<file path="config.mk">
export PLATFORM = sky130hd
export DESIGN_NAME = vga_frame_scheduler
export DESIGN_NICKNAME = d
export VERILOG_FILES = /design/src/rtl/vga_pkg.sv /design/src/rtl/vga_frame_scheduler_pixel_tick_gen.sv /design/src/rtl/vga_frame_scheduler.sv
export SDC_FILE = /design/constraint.sdc
export NUM_CORES = 1
export LEC_CHECK = 0
export CORE_MARGIN = 10
export CORE_UTILIZATION = 45
export CTS_CLUSTER_SIZE = 40
export DETAILED_ROUTE_END_ITERATION = 7
export PLACE_DENSITY = 0.76
export SLEW_MARGIN = 20
export SYNTH_ARGS = -nofsm -noshare
export SYNTH_HDL_FRONTEND = slang
export SYNTH_SLANG_ARGS = --single-unit
</file>
<file path="constraint.sdc">
create_clock -name clk_i -period 1.65 [get_ports clk_i]
set_input_delay 0.165 -clock clk_i [delete_from_list [all_inputs] [get_ports clk_i]]
set_output_delay 0.165 -clock clk_i [all_outputs]
set_load 0.02 [all_outputs]
</file>
<file path="src/rtl/vga_pkg.sv">
// vga_pkg -- shared definitions for the VGA frame scheduler.
//   * Default 640x480@60 timing constants (pixel ticks / lines).
//   * CNT_W: width of the x/y position counters.
//   * grant_state_e: states of the framebuffer write-access grant FSM.
//   * in_range(): inclusive range decode used for the sync pulses.
package vga_pkg;

  localparam int CNT_W = 10;

  localparam int H_ACTIVE_DEF = 640;
  localparam int H_FP_DEF     = 16;
  localparam int H_SYNC_DEF   = 96;
  localparam int H_BP_DEF     = 48;

  localparam int V_ACTIVE_DEF = 480;
  localparam int V_FP_DEF     = 10;
  localparam int V_SYNC_DEF   = 2;
  localparam int V_BP_DEF     = 33;

  localparam int DIV_DEF      = 4;

  typedef enum logic [1:0] {
    ST_IDLE        = 2'd0,
    ST_WAIT_VBLANK = 2'd1,
    ST_GRANT       = 2'd2
  } grant_state_e;

  // Inclusive range test on a position counter.
  function automatic logic in_range(input logic [CNT_W-1:0] v,
                                    input int lo, input int hi);
    return (int'(v) >= lo) && (int'(v) <= hi);
  endfunction

endpackage

</file>
<file path="src/rtl/vga_frame_scheduler_pixel_tick_gen.sv">
// pixel_tick_gen -- divides the system clock down to a pixel clock enable.
//   clk_i    : system clock, rising edge
//   reset_i  : asynchronous active-high reset
//   tick_o   : high for one clock every DIV clocks
// The count runs 0..DIV-1 and tick_o is a decode of count == DIV-1, so after
// reset release the first tick is the one the DIV-th rising edge consumes.
// DIV must be at least 2 for tick_o to read 0 while reset is held.
module pixel_tick_gen #(
  parameter int DIV = 4
) (
  input  logic clk_i,
  input  logic reset_i,
  output logic tick_o
);

  localparam int W = (DIV > 1) ? $clog2(DIV) : 1;
  localparam logic [W-1:0] LAST = W'(DIV - 1);

  logic [W-1:0] cnt_q, cnt_d;

  always_comb begin
    cnt_d = cnt_q + 1'b1;
    if (cnt_q == LAST) cnt_d = '0;
  end

  always_ff @(posedge clk_i or posedge reset_i) begin
    if (reset_i) cnt_q <= '0;
    else         cnt_q <= cnt_d;
  end

  assign tick_o = (cnt_q == LAST);

endmodule

</file>
<file path="src/rtl/vga_frame_scheduler.sv">
// vga_frame_scheduler -- VGA timing generator plus framebuffer access arbiter
// for a sand-simulation engine that may only write during vertical blanking.
//
// Ports:
//   clk_i, reset_i   : system clock, asynchronous active-high reset
//   sim_req_i        : engine requests framebuffer write access
//   sim_done_i       : engine finished its pass (single-cycle pulse)
//   pixel_tick_o     : pixel clock enable (one clock every DIV clocks)
//   x_o, y_o         : pixel / line position counters
//   hsync_o, vsync_o : active-low sync, decoded from x_o/y_o
//   video_on_o       : inside the visible area
//   sim_grant_o      : engine owns the framebuffer write port
//   frame_o          : one-clock pulse when x_o/y_o wrap to 0/0
//   overrun_o        : engine still held the grant when the frame wrapped
//   dbg_state_o      : current grant FSM state (vga_pkg::grant_state_e)
//
// Build option: define VGA_OVERRUN_FLAG_EN to get a sticky overrun flag;
// otherwise overrun_o is constant 0.
//
// Access handshake: the engine raises sim_req_i and holds it until it sees
// sim_grant_o; sim_grant_o rises only inside vblank (never on the last line
// of the frame) and stays high until a sim_done_i pulse or the frame wrap,
// whichever comes first. Dropping sim_req_i before the grant withdraws the
// request; sim_done_i has no effect unless the grant is held.
module vga_frame_scheduler
  import vga_pkg::*;
#(
  parameter int H_ACTIVE = H_ACTIVE_DEF,
  parameter int H_FP     = H_FP_DEF,
  parameter int H_SYNC   = H_SYNC_DEF,
  parameter int H_BP     = H_BP_DEF,
  parameter int V_ACTIVE = V_ACTIVE_DEF,
  parameter int V_FP     = V_FP_DEF,
  parameter int V_SYNC   = V_SYNC_DEF,
  parameter int V_BP     = V_BP_DEF,
  parameter int DIV      = DIV_DEF
) (
  input  logic             clk_i,
  input  logic             reset_i,
  input  logic             sim_req_i,
  input  logic             sim_done_i,
  output logic             pixel_tick_o,
  output logic [CNT_W-1:0] x_o,
  output logic [CNT_W-1:0] y_o,
  output logic             hsync_o,
  output logic             vsync_o,
  output logic             video_on_o,
  output logic             sim_grant_o,
  output logic             frame_o,
  output logic             overrun_o,
  output logic [1:0]       dbg_state_o
);

  localparam int H_TOTAL = H_ACTIVE + H_FP + H_SYNC + H_BP;
  localparam int V_TOTAL = V_ACTIVE + V_FP + V_SYNC + V_BP;

  localparam logic [CNT_W-1:0] X_LAST   = CNT_W'(H_TOTAL - 1);
  localparam logic [CNT_W-1:0] Y_LAST   = CNT_W'(V_TOTAL - 1);
  localparam logic [CNT_W-1:0] X_VIS    = CNT_W'(H_ACTIVE);
  localparam logic [CNT_W-1:0] Y_VIS    = CNT_W'(V_ACTIVE);

  logic             tick;
  logic [CNT_W-1:0] x_q, x_d, y_q, y_d;
  logic             frame_q;
  logic             wrap_frame;
  logic             grant_ok;
  grant_state_e     state_q;
  logic             grant_q;

  pixel_tick_gen #(.DIV(DIV)) u_tick (
    .clk_i   (clk_i),
    .reset_i (reset_i),
    .tick_o  (tick)
  );

  // Position counters; wrap_frame marks the tick that returns to 0,0.
  always_comb begin
    x_d        = x_q;
    y_d        = y_q;
    wrap_frame = 1'b0;
    if (tick) begin
      if (x_q == X_LAST) begin
        x_d = '0;
        if (y_q == Y_LAST) begin
          y_d        = '0;
          wrap_frame = 1'b1;
        end else begin
          y_d = y_q + 1'b1;
        end
      end else begin
        x_d = x_q + 1'b1;
      end
    end
  end

  always_ff @(posedge clk_i or posedge reset_i) begin
    if (reset_i) begin
      x_q     <= '0;
      y_q     <= '0;
      frame_q <= 1'b0;
    end else begin
      x_q     <= x_d;
      y_q     <= y_d;
      frame_q <= wrap_frame;
    end
  end

  // Grant may start anywhere in vblank except the last line: there would be
  // less than one line left before the forced release at the frame wrap.
  assign grant_ok = (y_q >= Y_VIS) && (y_q != Y_LAST);

  always_ff @(posedge clk_i or posedge reset_i) begin
    if (reset_i) begin
      state_q <= ST_IDLE;
      grant_q <= 1'b0;
    end else begin
      case (state_q)
        ST_IDLE: begin
          if (sim_req_i) begin
            if (grant_ok) begin
              state_q <= ST_GRANT;
              grant_q <= 1'b1;
            end else begin
              state_q <= ST_WAIT_VBLANK;
            end
          end
        end
        ST_WAIT_VBLANK: begin
          if (!sim_req_i) begin
            state_q <= ST_IDLE;
          end else if (grant_ok) begin
            state_q <= ST_GRANT;
            grant_q <= 1'b1;
          end
        end
        ST_GRANT: begin
          // A done pulse and the frame wrap in the same cycle count as done.
          if (sim_done_i || wrap_frame) begin
            state_q <= ST_IDLE;
            grant_q <= 1'b0;
          end
        end
        default: begin
          state_q <= ST_IDLE;
          grant_q <= 1'b0;
        end
      endcase
    end
  end

`ifdef VGA_OVERRUN_FLAG_EN
  logic overrun_q;
  logic force_exit;

  assign force_exit = (state_q == ST_GRANT) && wrap_frame && !sim_done_i;

  always_ff @(posedge clk_i or posedge reset_i) begin
    if (reset_i)         overrun_q <= 1'b0;
    else if (force_exit) overrun_q <= 1'b1;
  end

  assign overrun_o = overrun_q;
`else
  assign overrun_o = 1'b0;
`endif

  assign pixel_tick_o = tick;
  assign x_o          = x_q;
  assign y_o          = y_q;
  assign frame_o      = frame_q;
  assign sim_grant_o  = grant_q;
  assign dbg_state_o  = state_q;

  assign hsync_o    = ~in_range(x_q, H_ACTIVE + H_FP, H_ACTIVE + H_FP + H_SYNC - 1);
  assign vsync_o    = ~in_range(y_q, V_ACTIVE + V_FP, V_ACTIVE + V_FP + V_SYNC - 1);
  assign video_on_o = (x_q < X_VIS) && (y_q < Y_VIS);

endmodule

</file>
==> flow_summary_export.csv <==
group,metric,value,unit
outcome,status,"finished, violations left",
outcome,violations,"negative setup slack",
sta,whs,0.188,ns
sta,finalSetupTns,-0.645,ns
worst_setup_path,required,1.87,ns
sta,period_share,1.07,
floorplan,num_rows,20,
sta,rsz0062_at_grt,"yes",
yosys,ys_warn_count,0,
sta,hold_viol_final,0,
routing,viasPerCell,5.19,
floorplan,start_util,0.470,
routing,via_count,1250,
placement,portBuffers,31,
worst_setup_path,crit_chain,"buf_6 > or3_1 > or4_4 > nor2_4 > o21ai_1",
worst_setup_path,endpoint_kind,"flip-flop",
worst_setup_path,cp.arrival,1.99,ns
clocking,clock_path_buffers,2,
final_layout,n_antenna_cell,0,
yosys,synth_top_cell_area_share,0.449,
flow_run,maxCapViolCount,0,
sta,maxSlewViolCount,0,
floorplan,pin_count,33,
worst_setup_path,cp_slowest_cell,"or4_4",
clocking,cts_sinks,26,
worst_setup_path,path_max_fanout,6,
routing,ant_nets,0,
routing,first_iter_violations,75,
worst_setup_path,crit_type,"reg2reg",
final_layout,drive_above_1_share,0.325,
placement,place_hpwl,2.78,mm
yosys,synth_fp_nets,148,
yosys,synth-edff-count,0,
yosys,synth_top_cells_by_area,"dfrtp_1 45%, ha_1 5.2%, xnor2_1 4.2%",
worst_setup_path,critPathMaxStageDelay,0.50,ns
clocking,clkLatencyLatePin,0.32,ns
global_routing,grt_pass1_vias,1283,
routing,drt_pass1_iterations,4,
yosys,syn_avg_cell_area,10.5,um2
global_routing,antenna_found_initial,0,
clocking,root_buffer,"clkbuf_4",
global_routing,overflow,0,
clocking,htreeDepth,1,
yosys,synth_area,0.00145,mm2
yosys,synth-seq-cells,26,
global_routing,grt_pass1_wl,6.10,mm
sta,fmax,0.567,GHz
routing,routed_wl,3.74,mm
yosys,seq_area_frac_synth,0.449,
floorplan,die_h,76.7,um
clocking,cts.clk_slew.worst_paths,0.15,ns
floorplan,fp.coreArea,0.00308,mm2
yosys,yosys.area.top_type,"dfrtp_1",
sta,setup_slack,-0.113,ns
routing,post_drt_wl_per_cell,15.5,um
final_layout,syn_to_final_growth,44.4,%
yosys,synth.most_common_cell,"dfrtp_1",
sta,skew,0.00780,ns
floorplan,dieArea,0.00589,mm2
floorplan,die_x,76.7,um
final_layout,fill_cells,251,
routing,drc,0,
worst_setup_path,critPathTopFamily,"simple AND/OR/NAND/NOR gates",
yosys,synth_cell_types,46,
yosys,syn_inst,138,
yosys,ys.flop_type,"dfrtp_1",
sta,setup_violations,7,
final_layout,design_area,0.00209,mm2
placement,place_congestion,0.810,
placement,place_area,0.00198,mm2
worst_setup_path,critical_path_buf_inv_count,1,
clocking,cts-buffers-inserted,3,
yosys,ys_async_sr_fraction,1.00,
final_layout,nNetsFinal,208,
yosys,synth_commonest_cells,"26 x dfrtp_1, 9 x nand2_1, 8 x nand3_1, 8 x nor2_1",
global_routing,track_usage,0.123,
power_and_ir_drop,power_leakage,0.00110,uW
power_and_ir_drop,p_per_area,457,mW/mm2
power_and_ir_drop,peakVddDrop,0.254,mV
worst_setup_path,setup.worst_path.start_class,"flip-flop",
clocking,tritoncts,"built",
sta,post-route-min-period,1.76,ns
global_routing,grt_start_max_net_pins,27,
min_path,hp-class,"in2async",
-- report_power, final --
part           total (uW)  switching (uW)  internal (uW)
registers             639           0.576            638
clock network         286             192           94.5
logic                30.6            19.4           11.2
-- layout by cell type, fill, tap and decap left out, types with 2 or more instances in the layout --
cell / instances
o211ai_1: 2
buf_4: 31
dfrtp_1: 19
dfrtp_2: 7
a21oi_1: 2
buf_6: 3
nand2_1: 8
and4_1: 3
dlymetal6s2s_1: 8
o31ai_1: 3
and2_1: 3
o21ai_1: 2
clkdlybuf4s50_1: 14
nand3_1: 8
and3_1: 4
nand4_1: 5
o21ai_2: 2
nor2_1: 8
o22ai_1: 2
xnor2_1: 7
dlygate4sd2_1: 5
a31oi_1: 2
ha_1: 5
clkbuf_4: 3
xor2_1: 4
inv_1: 6
-- cell type report --
cell class,count,area (um2),share of cell area
flip-flops and latches,26,659,0.315
inverters,7,26.3,0.0126
multi-input cells,98,763,0.365
well taps,44,55.1,0.0263
clock buffers,4,26.3,0.0126
repair buffers,62,561,0.268
-- registers in the layout, indices dropped and copies added, names as in the netlist --
register	count
dbg_state_o	2
frame_o	1
sim_grant_o	1
u_tick.cnt_q	2
x_o	10
y_o	10
-- layer usage --
metal,track usage,wire (um),vias up
met5,0,0,-
met4,0.0390,46,0
met3,0.0396,238,6
met2,0.212,1890,33
met1,0.139,1560,605
li1,-,-,606
-- cell families after synthesis --
kind of cell / Yosys count / synth area share
other cells: 1 / 0.00259
buf+inv: 14 / 0.0562
xor+xnor: 11 / 0.0665
fa+ha+maj: 6 / 0.0519
simple gates: 58 / 0.265
mux: 2 / 0.0147
compound gates: 20 / 0.0933
flops: 26 / 0.449
-- per-stage QoR --
stage / cells / setup WS (ns) / util / total power [uW]
floorplan: 138 / -0.0877 / - / 668
global placement: 235 / -0.123 / 0.644 / 681
detailed placement: 235 / -0.151 / 0.644 / 683
CTS: 240 / -0.151 / 0.654 / 964
global route: 241 / -0.158 / 0.679 / 995
finish: 241 / -0.113 / 0.679 / 956
-- worst reg2reg max path: cells and delay by family (launching register included) --
kind                   cells  cell delay, ns
buffers and inverters      1            0.13
AOI/OAI and AO/OA          1            0.09
and+or+nand+nor            3            1.03
DFF                        1            0.43
-- worst paths after layout --
kind,start,endpoint,slack [ns],depth (start not counted)
setup / recovery,y_o[6]$_DFFE_PP0P_,dbg_state_o[1]$_DFFE_PP0P_,-0.11,5
hold / removal,reset_i,sim_grant_o$_DFFE_PP0P_,0.19,3
setup reg to reg,y_o[6]$_DFFE_PP0P_,dbg_state_o[1]$_DFFE_PP0P_,-0.11,5
hold reg to reg,u_tick.cnt_q[0]$_DFF_PP0_,u_tick.cnt_q[0]$_DFF_PP0_,0.45,1
max in group asynchronous,reset_i,x_o[4]$_DFFE_PP0P_,1.19,3
min in group clk_i,sim_req_i,dbg_state_o[0]$_DFFE_PP0P_,0.40,3
-- repair_timing --
item,4_1_cts,5_1_grt
endpoints found under the setup margin,18,25
pin swaps,1,6
resized for setup,25,25
hold buffers,0,0
buffers inserted,1,2
No activity file was read; power rests on OpenSTA's default activity.
